File: src/rtl/kiwi_abend_pkg.sv
// Shared types and syndrome constants for the Kiwi abend-syndrome arbiter.
package kiwi_abend_pkg;

  typedef enum logic [1:0] {IDLE, RUN, DONE} abend_state_t;

  localparam logic [7:0] ABEND_IDLE         = 8'h00;
  localparam logic [7:0] ABEND_RUNNING      = 8'h80;
  localparam logic [7:0] ABEND_WDOG_DEFAULT = 8'hFE;

  // 0x00 and 0x80 are heartbeats; every other code ends the run.
  function automatic logic is_terminal(input logic [7:0] code);
    return (code != ABEND_IDLE) && (code != ABEND_RUNNING);
  endfunction

endpackage

File: src/rtl/kiwi_rr_arbiter.sv
// N-way round-robin pick: first asserted request at or after i_ptr, wrapping.
// Purely combinational; o_vld low and o_grant zero when nothing is requesting.
module kiwi_rr_arbiter #(
  parameter int N  = 4,
  parameter int IW = (N > 1) ? $clog2(N) : 1
) (
  input  logic [N-1:0]  i_req,
  input  logic [IW-1:0] i_ptr,
  output logic [N-1:0]  o_grant,
  output logic [IW-1:0] o_idx,
  output logic          o_vld
);

  logic [IW:0]   w_sum;
  logic [IW-1:0] w_slot;

  always_comb begin
    o_grant = '0;
    o_idx   = '0;
    o_vld   = 1'b0;
    w_sum   = '0;
    w_slot  = '0;
    for (int k = 0; k < N; k++) begin
      w_sum = {1'b0, i_ptr} + (IW+1)'(k);
      if (w_sum >= (IW+1)'(N)) w_sum = w_sum - (IW+1)'(N);
      w_slot = w_sum[IW-1:0];
      if (!o_vld && i_req[w_slot]) begin
        o_vld           = 1'b1;
        o_grant[w_slot] = 1'b1;
        o_idx           = w_slot;
      end
    end
  end

endmodule

File: src/rtl/kiwi_abend_arbiter.sv
// Round-robin arbiter for the shared abend syndrome channel, latching the first terminal code.
// req_ready is combinational from req_valid/pointer/state; all other outputs registered.
module kiwi_abend_arbiter
  import kiwi_abend_pkg::*;
#(
  parameter int          N_THREADS  = 4,
  parameter int unsigned WDOG_LIMIT = 1000000,
  parameter logic [7:0]  WDOG_CODE  = ABEND_WDOG_DEFAULT
) (
  input  logic                             clk,
  input  logic                             reset,
  input  logic [N_THREADS-1:0]             req_valid,
  input  logic [8*N_THREADS-1:0]           req_code,
  output logic [N_THREADS-1:0]             req_ready,
  output logic [7:0]                       ksubsAbendSyndrome,
  output logic                             finished,
  output logic [$clog2(N_THREADS+1)-1:0]   winner_id,
  output logic [31:0]                      cycle_count
);

  localparam int IW = (N_THREADS > 1) ? $clog2(N_THREADS) : 1;
  localparam int WW = $clog2(N_THREADS + 1);

  if (WDOG_CODE == ABEND_IDLE || WDOG_CODE == ABEND_RUNNING) begin : g_bad_wdog_code
    $error("kiwi_abend_arbiter: WDOG_CODE must be a terminal syndrome");
  end

  abend_state_t        r_state;
  logic [IW-1:0]       r_ptr;
  logic [31:0]         r_wdog;
  logic [7:0]          r_syn;
  logic [WW-1:0]       r_win;
  logic [31:0]         r_cnt;
  logic                r_fin;

  logic [N_THREADS-1:0] w_grant;
  logic [IW-1:0]        w_idx;
  logic                 w_vld;
  logic [7:0]           w_code;
  logic [IW-1:0]        w_ptr_nxt;
  logic                 w_wdog_exp;

  kiwi_rr_arbiter #(.N(N_THREADS), .IW(IW)) u_rr (
    .i_req   (req_valid),
    .i_ptr   (r_ptr),
    .o_grant (w_grant),
    .o_idx   (w_idx),
    .o_vld   (w_vld)
  );

  always_comb begin
    w_code = '0;
    for (int k = 0; k < N_THREADS; k++) begin
      if (w_idx == IW'(k)) w_code = req_code[8*k +: 8];
    end
  end

  assign w_ptr_nxt  = (w_idx == IW'(N_THREADS - 1)) ? '0 : w_idx + 1'b1;
  assign w_wdog_exp = (WDOG_LIMIT != 0) && (r_wdog == 32'(WDOG_LIMIT - 1));
  assign req_ready  = (r_state == RUN) ? w_grant : '0;

  always_ff @(posedge clk) begin
    if (reset) begin
      r_state <= IDLE;
      r_ptr   <= '0;
      r_wdog  <= '0;
      r_syn   <= ABEND_IDLE;
      r_win   <= '0;
      r_cnt   <= '0;
      r_fin   <= 1'b0;
    end else begin
      case (r_state)
        IDLE: begin
          r_state <= RUN;
          r_syn   <= ABEND_RUNNING;
        end
        RUN: begin
          if (r_cnt != 32'hFFFF_FFFF) r_cnt <= r_cnt + 32'd1;
          // A transfer on the expiry cycle pre-empts the watchdog.
          if (w_vld) begin
            r_wdog <= '0;
            r_ptr  <= w_ptr_nxt;
            if (is_terminal(w_code)) begin
              r_state <= DONE;
              r_syn   <= w_code;
              r_win   <= WW'(w_idx);
              r_fin   <= 1'b1;
            end
          end else if (w_wdog_exp) begin
            r_state <= DONE;
            r_syn   <= WDOG_CODE;
            r_win   <= WW'(N_THREADS);
            r_fin   <= 1'b1;
          end else begin
            r_wdog <= r_wdog + 32'd1;
          end
        end
        default: ;
      endcase
    end
  end

  assign ksubsAbendSyndrome = r_syn;
  assign finished           = r_fin;
  assign winner_id          = r_win;
  assign cycle_count        = r_cnt;

endmodule

File: config.mk
export PLATFORM = sky130hd
export DESIGN_NAME = kiwi_abend_arbiter
export DESIGN_NICKNAME = d
export VERILOG_FILES = /design/src/rtl/kiwi_abend_pkg.sv /design/src/rtl/kiwi_rr_arbiter.sv /design/src/rtl/kiwi_abend_arbiter.sv
export SDC_FILE = /design/constraint.sdc
export NUM_CORES = 1
export LEC_CHECK = 0
export ABC_AREA = 1
export CELL_PAD_IN_SITES_DETAIL_PLACEMENT = 1
export CELL_PAD_IN_SITES_GLOBAL_PLACEMENT = 1
export CORE_AREA = 2 2 125 127
export DETAILED_ROUTE_END_ITERATION = 6
export DIE_AREA = 0 0 127 129
export GPL_TIMING_DRIVEN = 0
export PLACE_DENSITY = 0.87
export SYNTH_ARGS = -nofsm -noshare
export SYNTH_HDL_FRONTEND = slang
export SYNTH_SLANG_ARGS = --single-unit
File: constraint.sdc
create_clock -name clk -period 4.48 [get_ports clk]
set_input_delay 1.344 -clock clk [delete_from_list [all_inputs] [get_ports clk]]
set_output_delay 1.344 -clock clk [all_outputs]
set_load 0.05 [all_outputs]
# ---- After elaboration in Yosys (flattened, before gate mapping)
# Cells that the tools add are included.
dict set report word_totals {
  input_bits 38
  elab_cells 118
  ff_bits 80
  out_inout_bits 48
}
dict set report op_classes {
  n_lt_le_gt_ge 12
  n_reduce_logical 21
  n_eq_ne 11
  bitwise_logic 3
  n_mux 54
  addsub 10
}
# cell n
set op_table {}
lappend op_table {{adder 32 x 1 -> 32 bit (second input constant)} 2}
lappend op_table {{two-way mux 32 bit} 2}
lappend op_table {{two-way mux 8 bit} 7}
lappend op_table {{== test 32 x 20 -> 1 bit (second input constant)} 1}
lappend op_table {{inequality test 32 bit (second input constant)} 1}
lappend op_table {{two-way mux 2 bit} 12}
lappend op_table {{two-way mux 4 bit} 5}
lappend op_table {{one-hot mux 8 bit (2 select lines)} 1}
lappend op_table {{two-way mux 1 bit} 15}
lappend op_table {{< comparator 2 x 3 -> 1 bit (second input constant)} 4}
lappend op_table {{OR 4 bit} 3}
lappend op_table {{greater-or-equal comparator 3 bit (second input constant)} 3}
lappend op_table {{two-way mux 3 bit} 3}
lappend op_table {{binary-select mux 1 bit (select 2 bit)} 4}
lappend op_table {{demux 1 bit (select 2 bit)} 4}
lappend op_table {{greater-or-equal comparator 2 x 1 -> 1 bit (second input constant)} 4}
lappend op_table {{logical AND 1 bit} 8}
lappend op_table {{inequality test 8 bit (second input constant)} 1}
lappend op_table {{nonzero test 8 bit} 1}
lappend op_table {{subtractor 2 x 1 -> 2 bit (second input constant)} 4}
lappend op_table {{adder 2 x 2 -> 3 bit (second input constant)} 2}
lappend op_table {{AND reduction 2 bit} 3}
lappend op_table {{AND reduction 3 bit} 2}
lappend op_table {{== test 2 x 1 -> 1 bit (second input constant)} 2}
lappend op_table {{12 further kinds} 17}

# ---- Logic depth before layout (Yosys ltp)
# Gate-level depths: netlist of run 1.
dict set report depth {
  ltp_word 24
  mapped_depth 28
  mapped_depth_nobuf 26
}

# ---- Modules after synthesis
# A second synthesis of run 1 with hierarchy kept.
dict set report unflattened {
  cells_unflattened 877
  hier_area_um2 5507.8
}
# mod instances area_each_um2 cells_each
set by_module_without_submodules {}
lappend by_module_without_submodules {kiwi_abend_arbiter 1 5067.4 803}
lappend by_module_without_submodules {kiwi_rr_arbiter 1 440.4 74}

# ---- Least setup slack after synthesis of run 1
# No wires, ideal clock.
dict set report synth_path {
  path_kind {input to output}
  startpoint {input req_valid[3]}
  endpoint {output req_ready[1]}
  stages 7
  arrival_time_ps 2814
  setup_slack_ps 322
  path_cell_list {nand2_1 -> nand3_2 -> nand2_4 -> nand3b_1 -> o22ai_1 -> a21oi_1 -> a21oi_1}
}
dict set report synth_via {
  elab_chain_len 13
  word_cells_on_any_way 25
  cone_classes {16 x mux; 3 x bitwise; 6 x reduce/logical}
}
# item line_no
set synth_lines {}
lappend synth_lines {{from (decl)} kiwi_abend_arbiter.sv:12} ;# input logic [N_THREADS-1:0] req_valid,
lappend synth_lines {{binary-select mux 1 bit (select 2 bit)} kiwi_rr_arbiter.sv:27} ;# if (!o_vld && i_req[w_slot]) begin
lappend synth_lines {{two-way mux 1 bit (not written as such)} kiwi_rr_arbiter.sv:27}
lappend synth_lines {{two-way mux 1 bit} kiwi_rr_arbiter.sv:27}
lappend synth_lines {{logical NOT 1 bit} kiwi_rr_arbiter.sv:27}
lappend synth_lines {{logical AND 1 bit} kiwi_rr_arbiter.sv:27}
lappend synth_lines {{two-way mux 1 bit} kiwi_rr_arbiter.sv:27}
lappend synth_lines {{logical NOT 1 bit} kiwi_rr_arbiter.sv:27}
lappend synth_lines {{logical AND 1 bit} kiwi_rr_arbiter.sv:27}
lappend synth_lines {{two-way mux 1 bit} kiwi_rr_arbiter.sv:27}
lappend synth_lines {{logical NOT 1 bit} kiwi_rr_arbiter.sv:27}
lappend synth_lines {{logical AND 1 bit} kiwi_rr_arbiter.sv:27}
lappend synth_lines {{two-way mux 4 bit (*)} kiwi_rr_arbiter.sv:27}
lappend synth_lines {{two-way mux 4 bit (*)} kiwi_abend_arbiter.sv:60} ;# assign req_ready = (r_state == RUN) ? w_grant : '0;
lappend synth_lines {{to (decl)} kiwi_abend_arbiter.sv:14} ;# output logic [N_THREADS-1:0] req_ready,
# Every way passes the cells marked *; elsewhere a longest branch is shown, timed or not. The select of a mux whose other input is x is not followed.

# ---- Worst setup path after layout of run 1
dict set report layout_path {
  startpoint {input req_valid[1]}
  endpoint {output req_ready[1]}
}
# Same word-level chain as after synthesis.

==> impl_metrics.toml, run 1 <==
[run_status]
status = "finished, final reports clean"

[logic_synthesis]
syn_nets = 930
syn_inst = 878
mappedNetlistArea_um2 = 5570
synth-seq-cells = 80
fraction_of_synthesis_flops_using_an_asynchronous_set_or_reset_pin = 0
synth_area_per_cell_um2 = 6.34
synthTopCellsByArea = "sky130_fd_sc_hd__dfxtp_1 29%, sky130_fd_sc_hd__nand2_1 18%, sky130_fd_sc_hd__a21oi_1 7.2%"
yosys.cell_types.count = 41
yosysTopAreaCellShare = 0.288
synth_largest_area_cell = "sky130_fd_sc_hd__dfxtp_1"
synth_flop_cell = "sky130_fd_sc_hd__dfxtp_1"
synth-seq-area-share = 0.288
count_of_flip_flops_with_a_built_in_enable_after_synthesis = 0
synth-warning-count = 0

[power_and_ir_drop]
seq_power_share = 0.251
power.clock.fraction = 0.237
power_frac_comb = 0.512
net-switching-power_mw = 1.53
worst_voltage_drop_across_the_vdd_grid_mv = 0.217
static_leakage_power_nw = 2.52
cellPowerDensity_nw_per_um2 = 468
power.share.switching = 0.463
internal_power_mw = 1.77

[cells_and_area]
fin_cells = 1173
diodes_inserted = 0
post_route_cells_drive_above_1_share = 0.121
nNetsFinal = 1032
area_delta_synth_final_pct = 26.6
fill_cells = 1984
post-route-util = 0.471

[die]
core-area_um2 = 15000
std_cell_rows = 45
die-area_um2 = 16400
floorplan.die.width_um = 127
die_span_y_um = 129
top_level_ports = 86
initial_core_util = 0.372

[grt]
grt_start_max_net_pins = 17
first_global_vias = 6213
grt_first_pass_wirelength_um = 30000
grt_overflow = 0
grt_antenna_before_repair = 0
track_usage = 0.226

[hold_path]
hold_path_depth = 2
hold-path-endpoint = "ksubsAbendSyndrome[5]"
holdCritStartpoint = "ksubsAbendSyndrome[5]"
hold_class = "reg -> reg"

[critical_path]
critical_path_depth = 9
timing.rr.end = "ksubsAbendSyndrome[4]"
worstPathArrival_ns = 3.02
timing.critical_path.slowest_stage_cell = "sky130_fd_sc_hd__clkdlybuf4s50_1"
start_kind = "input pin"
largest_stage_delay_worst_path_ns = 0.48
cp_top_family = "buffers and inverters"
timing.critical_path.to_type = "primary output"
worst_setup_path_type = "in -> out"
worst-endpoint-required_ns = 3.14
cpMostUsedCell = "sky130_fd_sc_hd__a21oi_1"
rrSetupSlack_ns = 0.63
worst_r2r_startpoint = "r_ptr[1]"
cp_cell_sequence = "clkdlybuf4s50_1 > nand2_1 > nand3_1 > nand2_2 > nand3b_1 > o22ai_1 > a21oi_1 > a21oi_1 > buf_4"
crit_path_max_fanout = 6
timing.reg2reg.worst_path_depth = 22
critPathBufInv = 2

[routing]
avgViaCountPerCell = 5.25
detailedRoute.firstIterationViolations = 320
routed_wirelength_um = 18500
vias = 6159
route.top_layer_used = "met4"
antenna_violating_nets_left = 0
drt_drc_violations_left = 0
drt_met1_wl_um = 8330
post_drt_wl_per_cell_um = 15.8
detailedRoute.firstPassIterationCount = 4
routed-wl-met3_um = 694
met2_length_um = 9250

[clocking]
max-clock-path-buffers = 2
tritoncts = "done"
worstSkewPairLatency_ns = 0.35
cts.sink_count = 80
clock-root-buffer = "sky130_fd_sc_hd__clkbuf_16"
tritoncts.num_buffers = 9
clk_pin_slew_ns = 0.06
htree_num_levels = 3

[timing]
max_clock_freq_mhz = 229
setup_skew_after_layout_ns = 0.00938
hold_viol = 0
slew_headroom = 0.564
min_period_ns = 4.36
slew_violations = 0
timing.final.setup_violations = 0
worst-slew-pin-transition_ns = 0.655
min_period_over_period = 0.974

[place]
placement.io_buffers = 84
place.detailed.hpwl_um = 14300
placedCellCount = 1150
gp_congestion = 0.943

[job]
max-cap-violations = 0
## synthesized netlist by cell type (3+ instances only)
cell type                  instances
sky130_fd_sc_hd__nand2_1         260
sky130_fd_sc_hd__nor2_1          103
sky130_fd_sc_hd__a21oi_1          80
sky130_fd_sc_hd__dfxtp_1          80
sky130_fd_sc_hd__inv_1            72
sky130_fd_sc_hd__nand3_1          55
sky130_fd_sc_hd__nand4_1          29
sky130_fd_sc_hd__nor3_1           25
sky130_fd_sc_hd__o21ai_0          22
sky130_fd_sc_hd__nand2_2          17
sky130_fd_sc_hd__ha_1             14
sky130_fd_sc_hd__xor2_1           14
sky130_fd_sc_hd__clkbuf_1         11
sky130_fd_sc_hd__a21oi_2           9
sky130_fd_sc_hd__inv_2             8
sky130_fd_sc_hd__buf_6             7
sky130_fd_sc_hd__xnor2_1           7
sky130_fd_sc_hd__nand3_2           6
sky130_fd_sc_hd__nor2_4            6
sky130_fd_sc_hd__o21ai_1           6
sky130_fd_sc_hd__or2_2             6
sky130_fd_sc_hd__buf_2             5
sky130_fd_sc_hd__nand2_4           5
sky130_fd_sc_hd__nor2_2            5
sky130_fd_sc_hd__buf_4             3
sky130_fd_sc_hd__nor3b_1           3
sky130_fd_sc_hd__o22ai_1           3
## cells in the final DEF (no fill, tap or decap), types with 3 or more instances in the layout
cell and count:
sky130_fd_sc_hd__nor2_1 102, sky130_fd_sc_hd__a21oi_2 11, sky130_fd_sc_hd__clkdlybuf4s50_1 78, sky130_fd_sc_hd__nand2_1 259
sky130_fd_sc_hd__nand4_1 29, sky130_fd_sc_hd__inv_1 72, sky130_fd_sc_hd__nand3_2 6, sky130_fd_sc_hd__buf_6 7
sky130_fd_sc_hd__nand3_1 55, sky130_fd_sc_hd__o21ai_1 7, sky130_fd_sc_hd__nand2_2 17, sky130_fd_sc_hd__nand2_4 6
sky130_fd_sc_hd__or2_2 6, sky130_fd_sc_hd__xor2_1 14, sky130_fd_sc_hd__nor2_2 5, sky130_fd_sc_hd__buf_2 5
sky130_fd_sc_hd__clkbuf_16 9, sky130_fd_sc_hd__nor3b_1 3, sky130_fd_sc_hd__a21oi_1 78, sky130_fd_sc_hd__clkbuf_1 11
sky130_fd_sc_hd__ha_1 14, sky130_fd_sc_hd__xnor2_1 7, sky130_fd_sc_hd__nor2_4 7, sky130_fd_sc_hd__buf_4 13
sky130_fd_sc_hd__o21ai_0 21, sky130_fd_sc_hd__dfxtp_1 80, sky130_fd_sc_hd__inv_2 8, sky130_fd_sc_hd__nor3_1 25
## cell families (layout without fill, tap and decap cells)
kind of cell	Yosys count	after routing	share of synthesized area
adders and majority gates	14	14	0.0314
DFF	80	80	0.288
xor gates and xnor gates	21	21	0.0330
buffers and inverters	108	215	0.0867
and+or+nand+nor	531	531	0.441
AOI/OAI and AO/OA	124	124	0.120
## cell type report
type                       instances  area, µm²  area share
sequential                        80       1600       0.227
clock buffer                       9        225      0.0319
buffer                            26        168      0.0238
tap                              188        235      0.0334
inverter                          82        315      0.0447
clock inverter                     7       86.3      0.0122
multi-input combinational        690       3520       0.499
timing repair buffer              91        901       0.128
## through the flow
step	setup TNS [ns]	hold WS [ns]	total power, mW	setup WS, ns	area, µm²
after floorplan	0	0.456	2.00	0.322	5570
final	0	0.467	3.30	0.119	7050
after detailed placement	-3.67	0.461	2.46	-0.538	6650
after global placement	-2.53	0.454	2.43	-0.531	6650
after CTS	0	0.471	3.25	0.0117	6940
after global routing	-0.0407	0.494	3.52	-0.0231	7050
## routing by layer
metal	GRT usage	vias up
met3	0.0333	24
met4	0.0627	0
met5	0	-
met1	0.286	2940
li1	-	3068
met2	0.404	127
## worst max path at each step
stage                       startpoint           end  slack, ns
after floorplan           req_valid[3]  req_ready[1]       0.32
after global placement    req_valid[2]  req_ready[0]      -0.53
after detailed placement  req_valid[2]  req_ready[0]      -0.54
after CTS                 req_valid[3]  req_ready[3]       0.01
after global routing      req_valid[1]  req_ready[1]      -0.02
final                     req_valid[1]  req_ready[1]       0.12
## worst reg2reg max path: stages (launching register included)
cell	delay, ns
sky130_fd_sc_hd__dfxtp_1	0.55
sky130_fd_sc_hd__inv_2	0.15
sky130_fd_sc_hd__ha_1	0.34
sky130_fd_sc_hd__inv_1	0.14
sky130_fd_sc_hd__nand3_1	0.14
sky130_fd_sc_hd__nand2_4	0.13
sky130_fd_sc_hd__nand3b_1	0.25
sky130_fd_sc_hd__buf_4	0.23
sky130_fd_sc_hd__nand3_1	0.06
sky130_fd_sc_hd__nand2_1	0.13
sky130_fd_sc_hd__inv_1	0.14
sky130_fd_sc_hd__ha_1	0.17
sky130_fd_sc_hd__buf_4	0.16
sky130_fd_sc_hd__inv_2	0.09
sky130_fd_sc_hd__nand3_1	0.08
sky130_fd_sc_hd__nand2_1	0.07
sky130_fd_sc_hd__o211ai_1	0.08
sky130_fd_sc_hd__nand2_1	0.11
sky130_fd_sc_hd__nor2_1	0.18
sky130_fd_sc_hd__nand3_2	0.19
sky130_fd_sc_hd__buf_4	0.19
sky130_fd_sc_hd__nand3_1	0.06
sky130_fd_sc_hd__a21oi_1	0.07
## flip-flops by register name (all words and copies together) (netlist names)
register / cells
r_state: 2
finished: 1
r_wdog: 32
cycle_count: 32
winner_id: 3
r_ptr: 2
ksubsAbendSyndrome: 8
## power by group through the flow
stage                     logic (mW)  clock network (mW)  registers, mW
after floorplan                 1.00                   0          0.998
after global placement          1.59                   0          0.839
after detailed placement        1.62                   0          0.841
after CTS                       1.62               0.797          0.826
after global routing            1.86               0.829          0.833
final                           1.69               0.782          0.826
## repair_timing
action                     CTS  global route
setup endpoints to repair    4            17
gates resized for setup     21            18
hold buffers                 0             0
buffers inserted             0             7
pin swaps                    0             7
Note: power is estimated with default switching activity, not from simulation.
==> inputs of run 2 (changes only) <==
SLEW_MARGIN = 15   (was default)
==> results of run 2 <==
No change in the layout: final DEF, timing and power equal those of run 1.
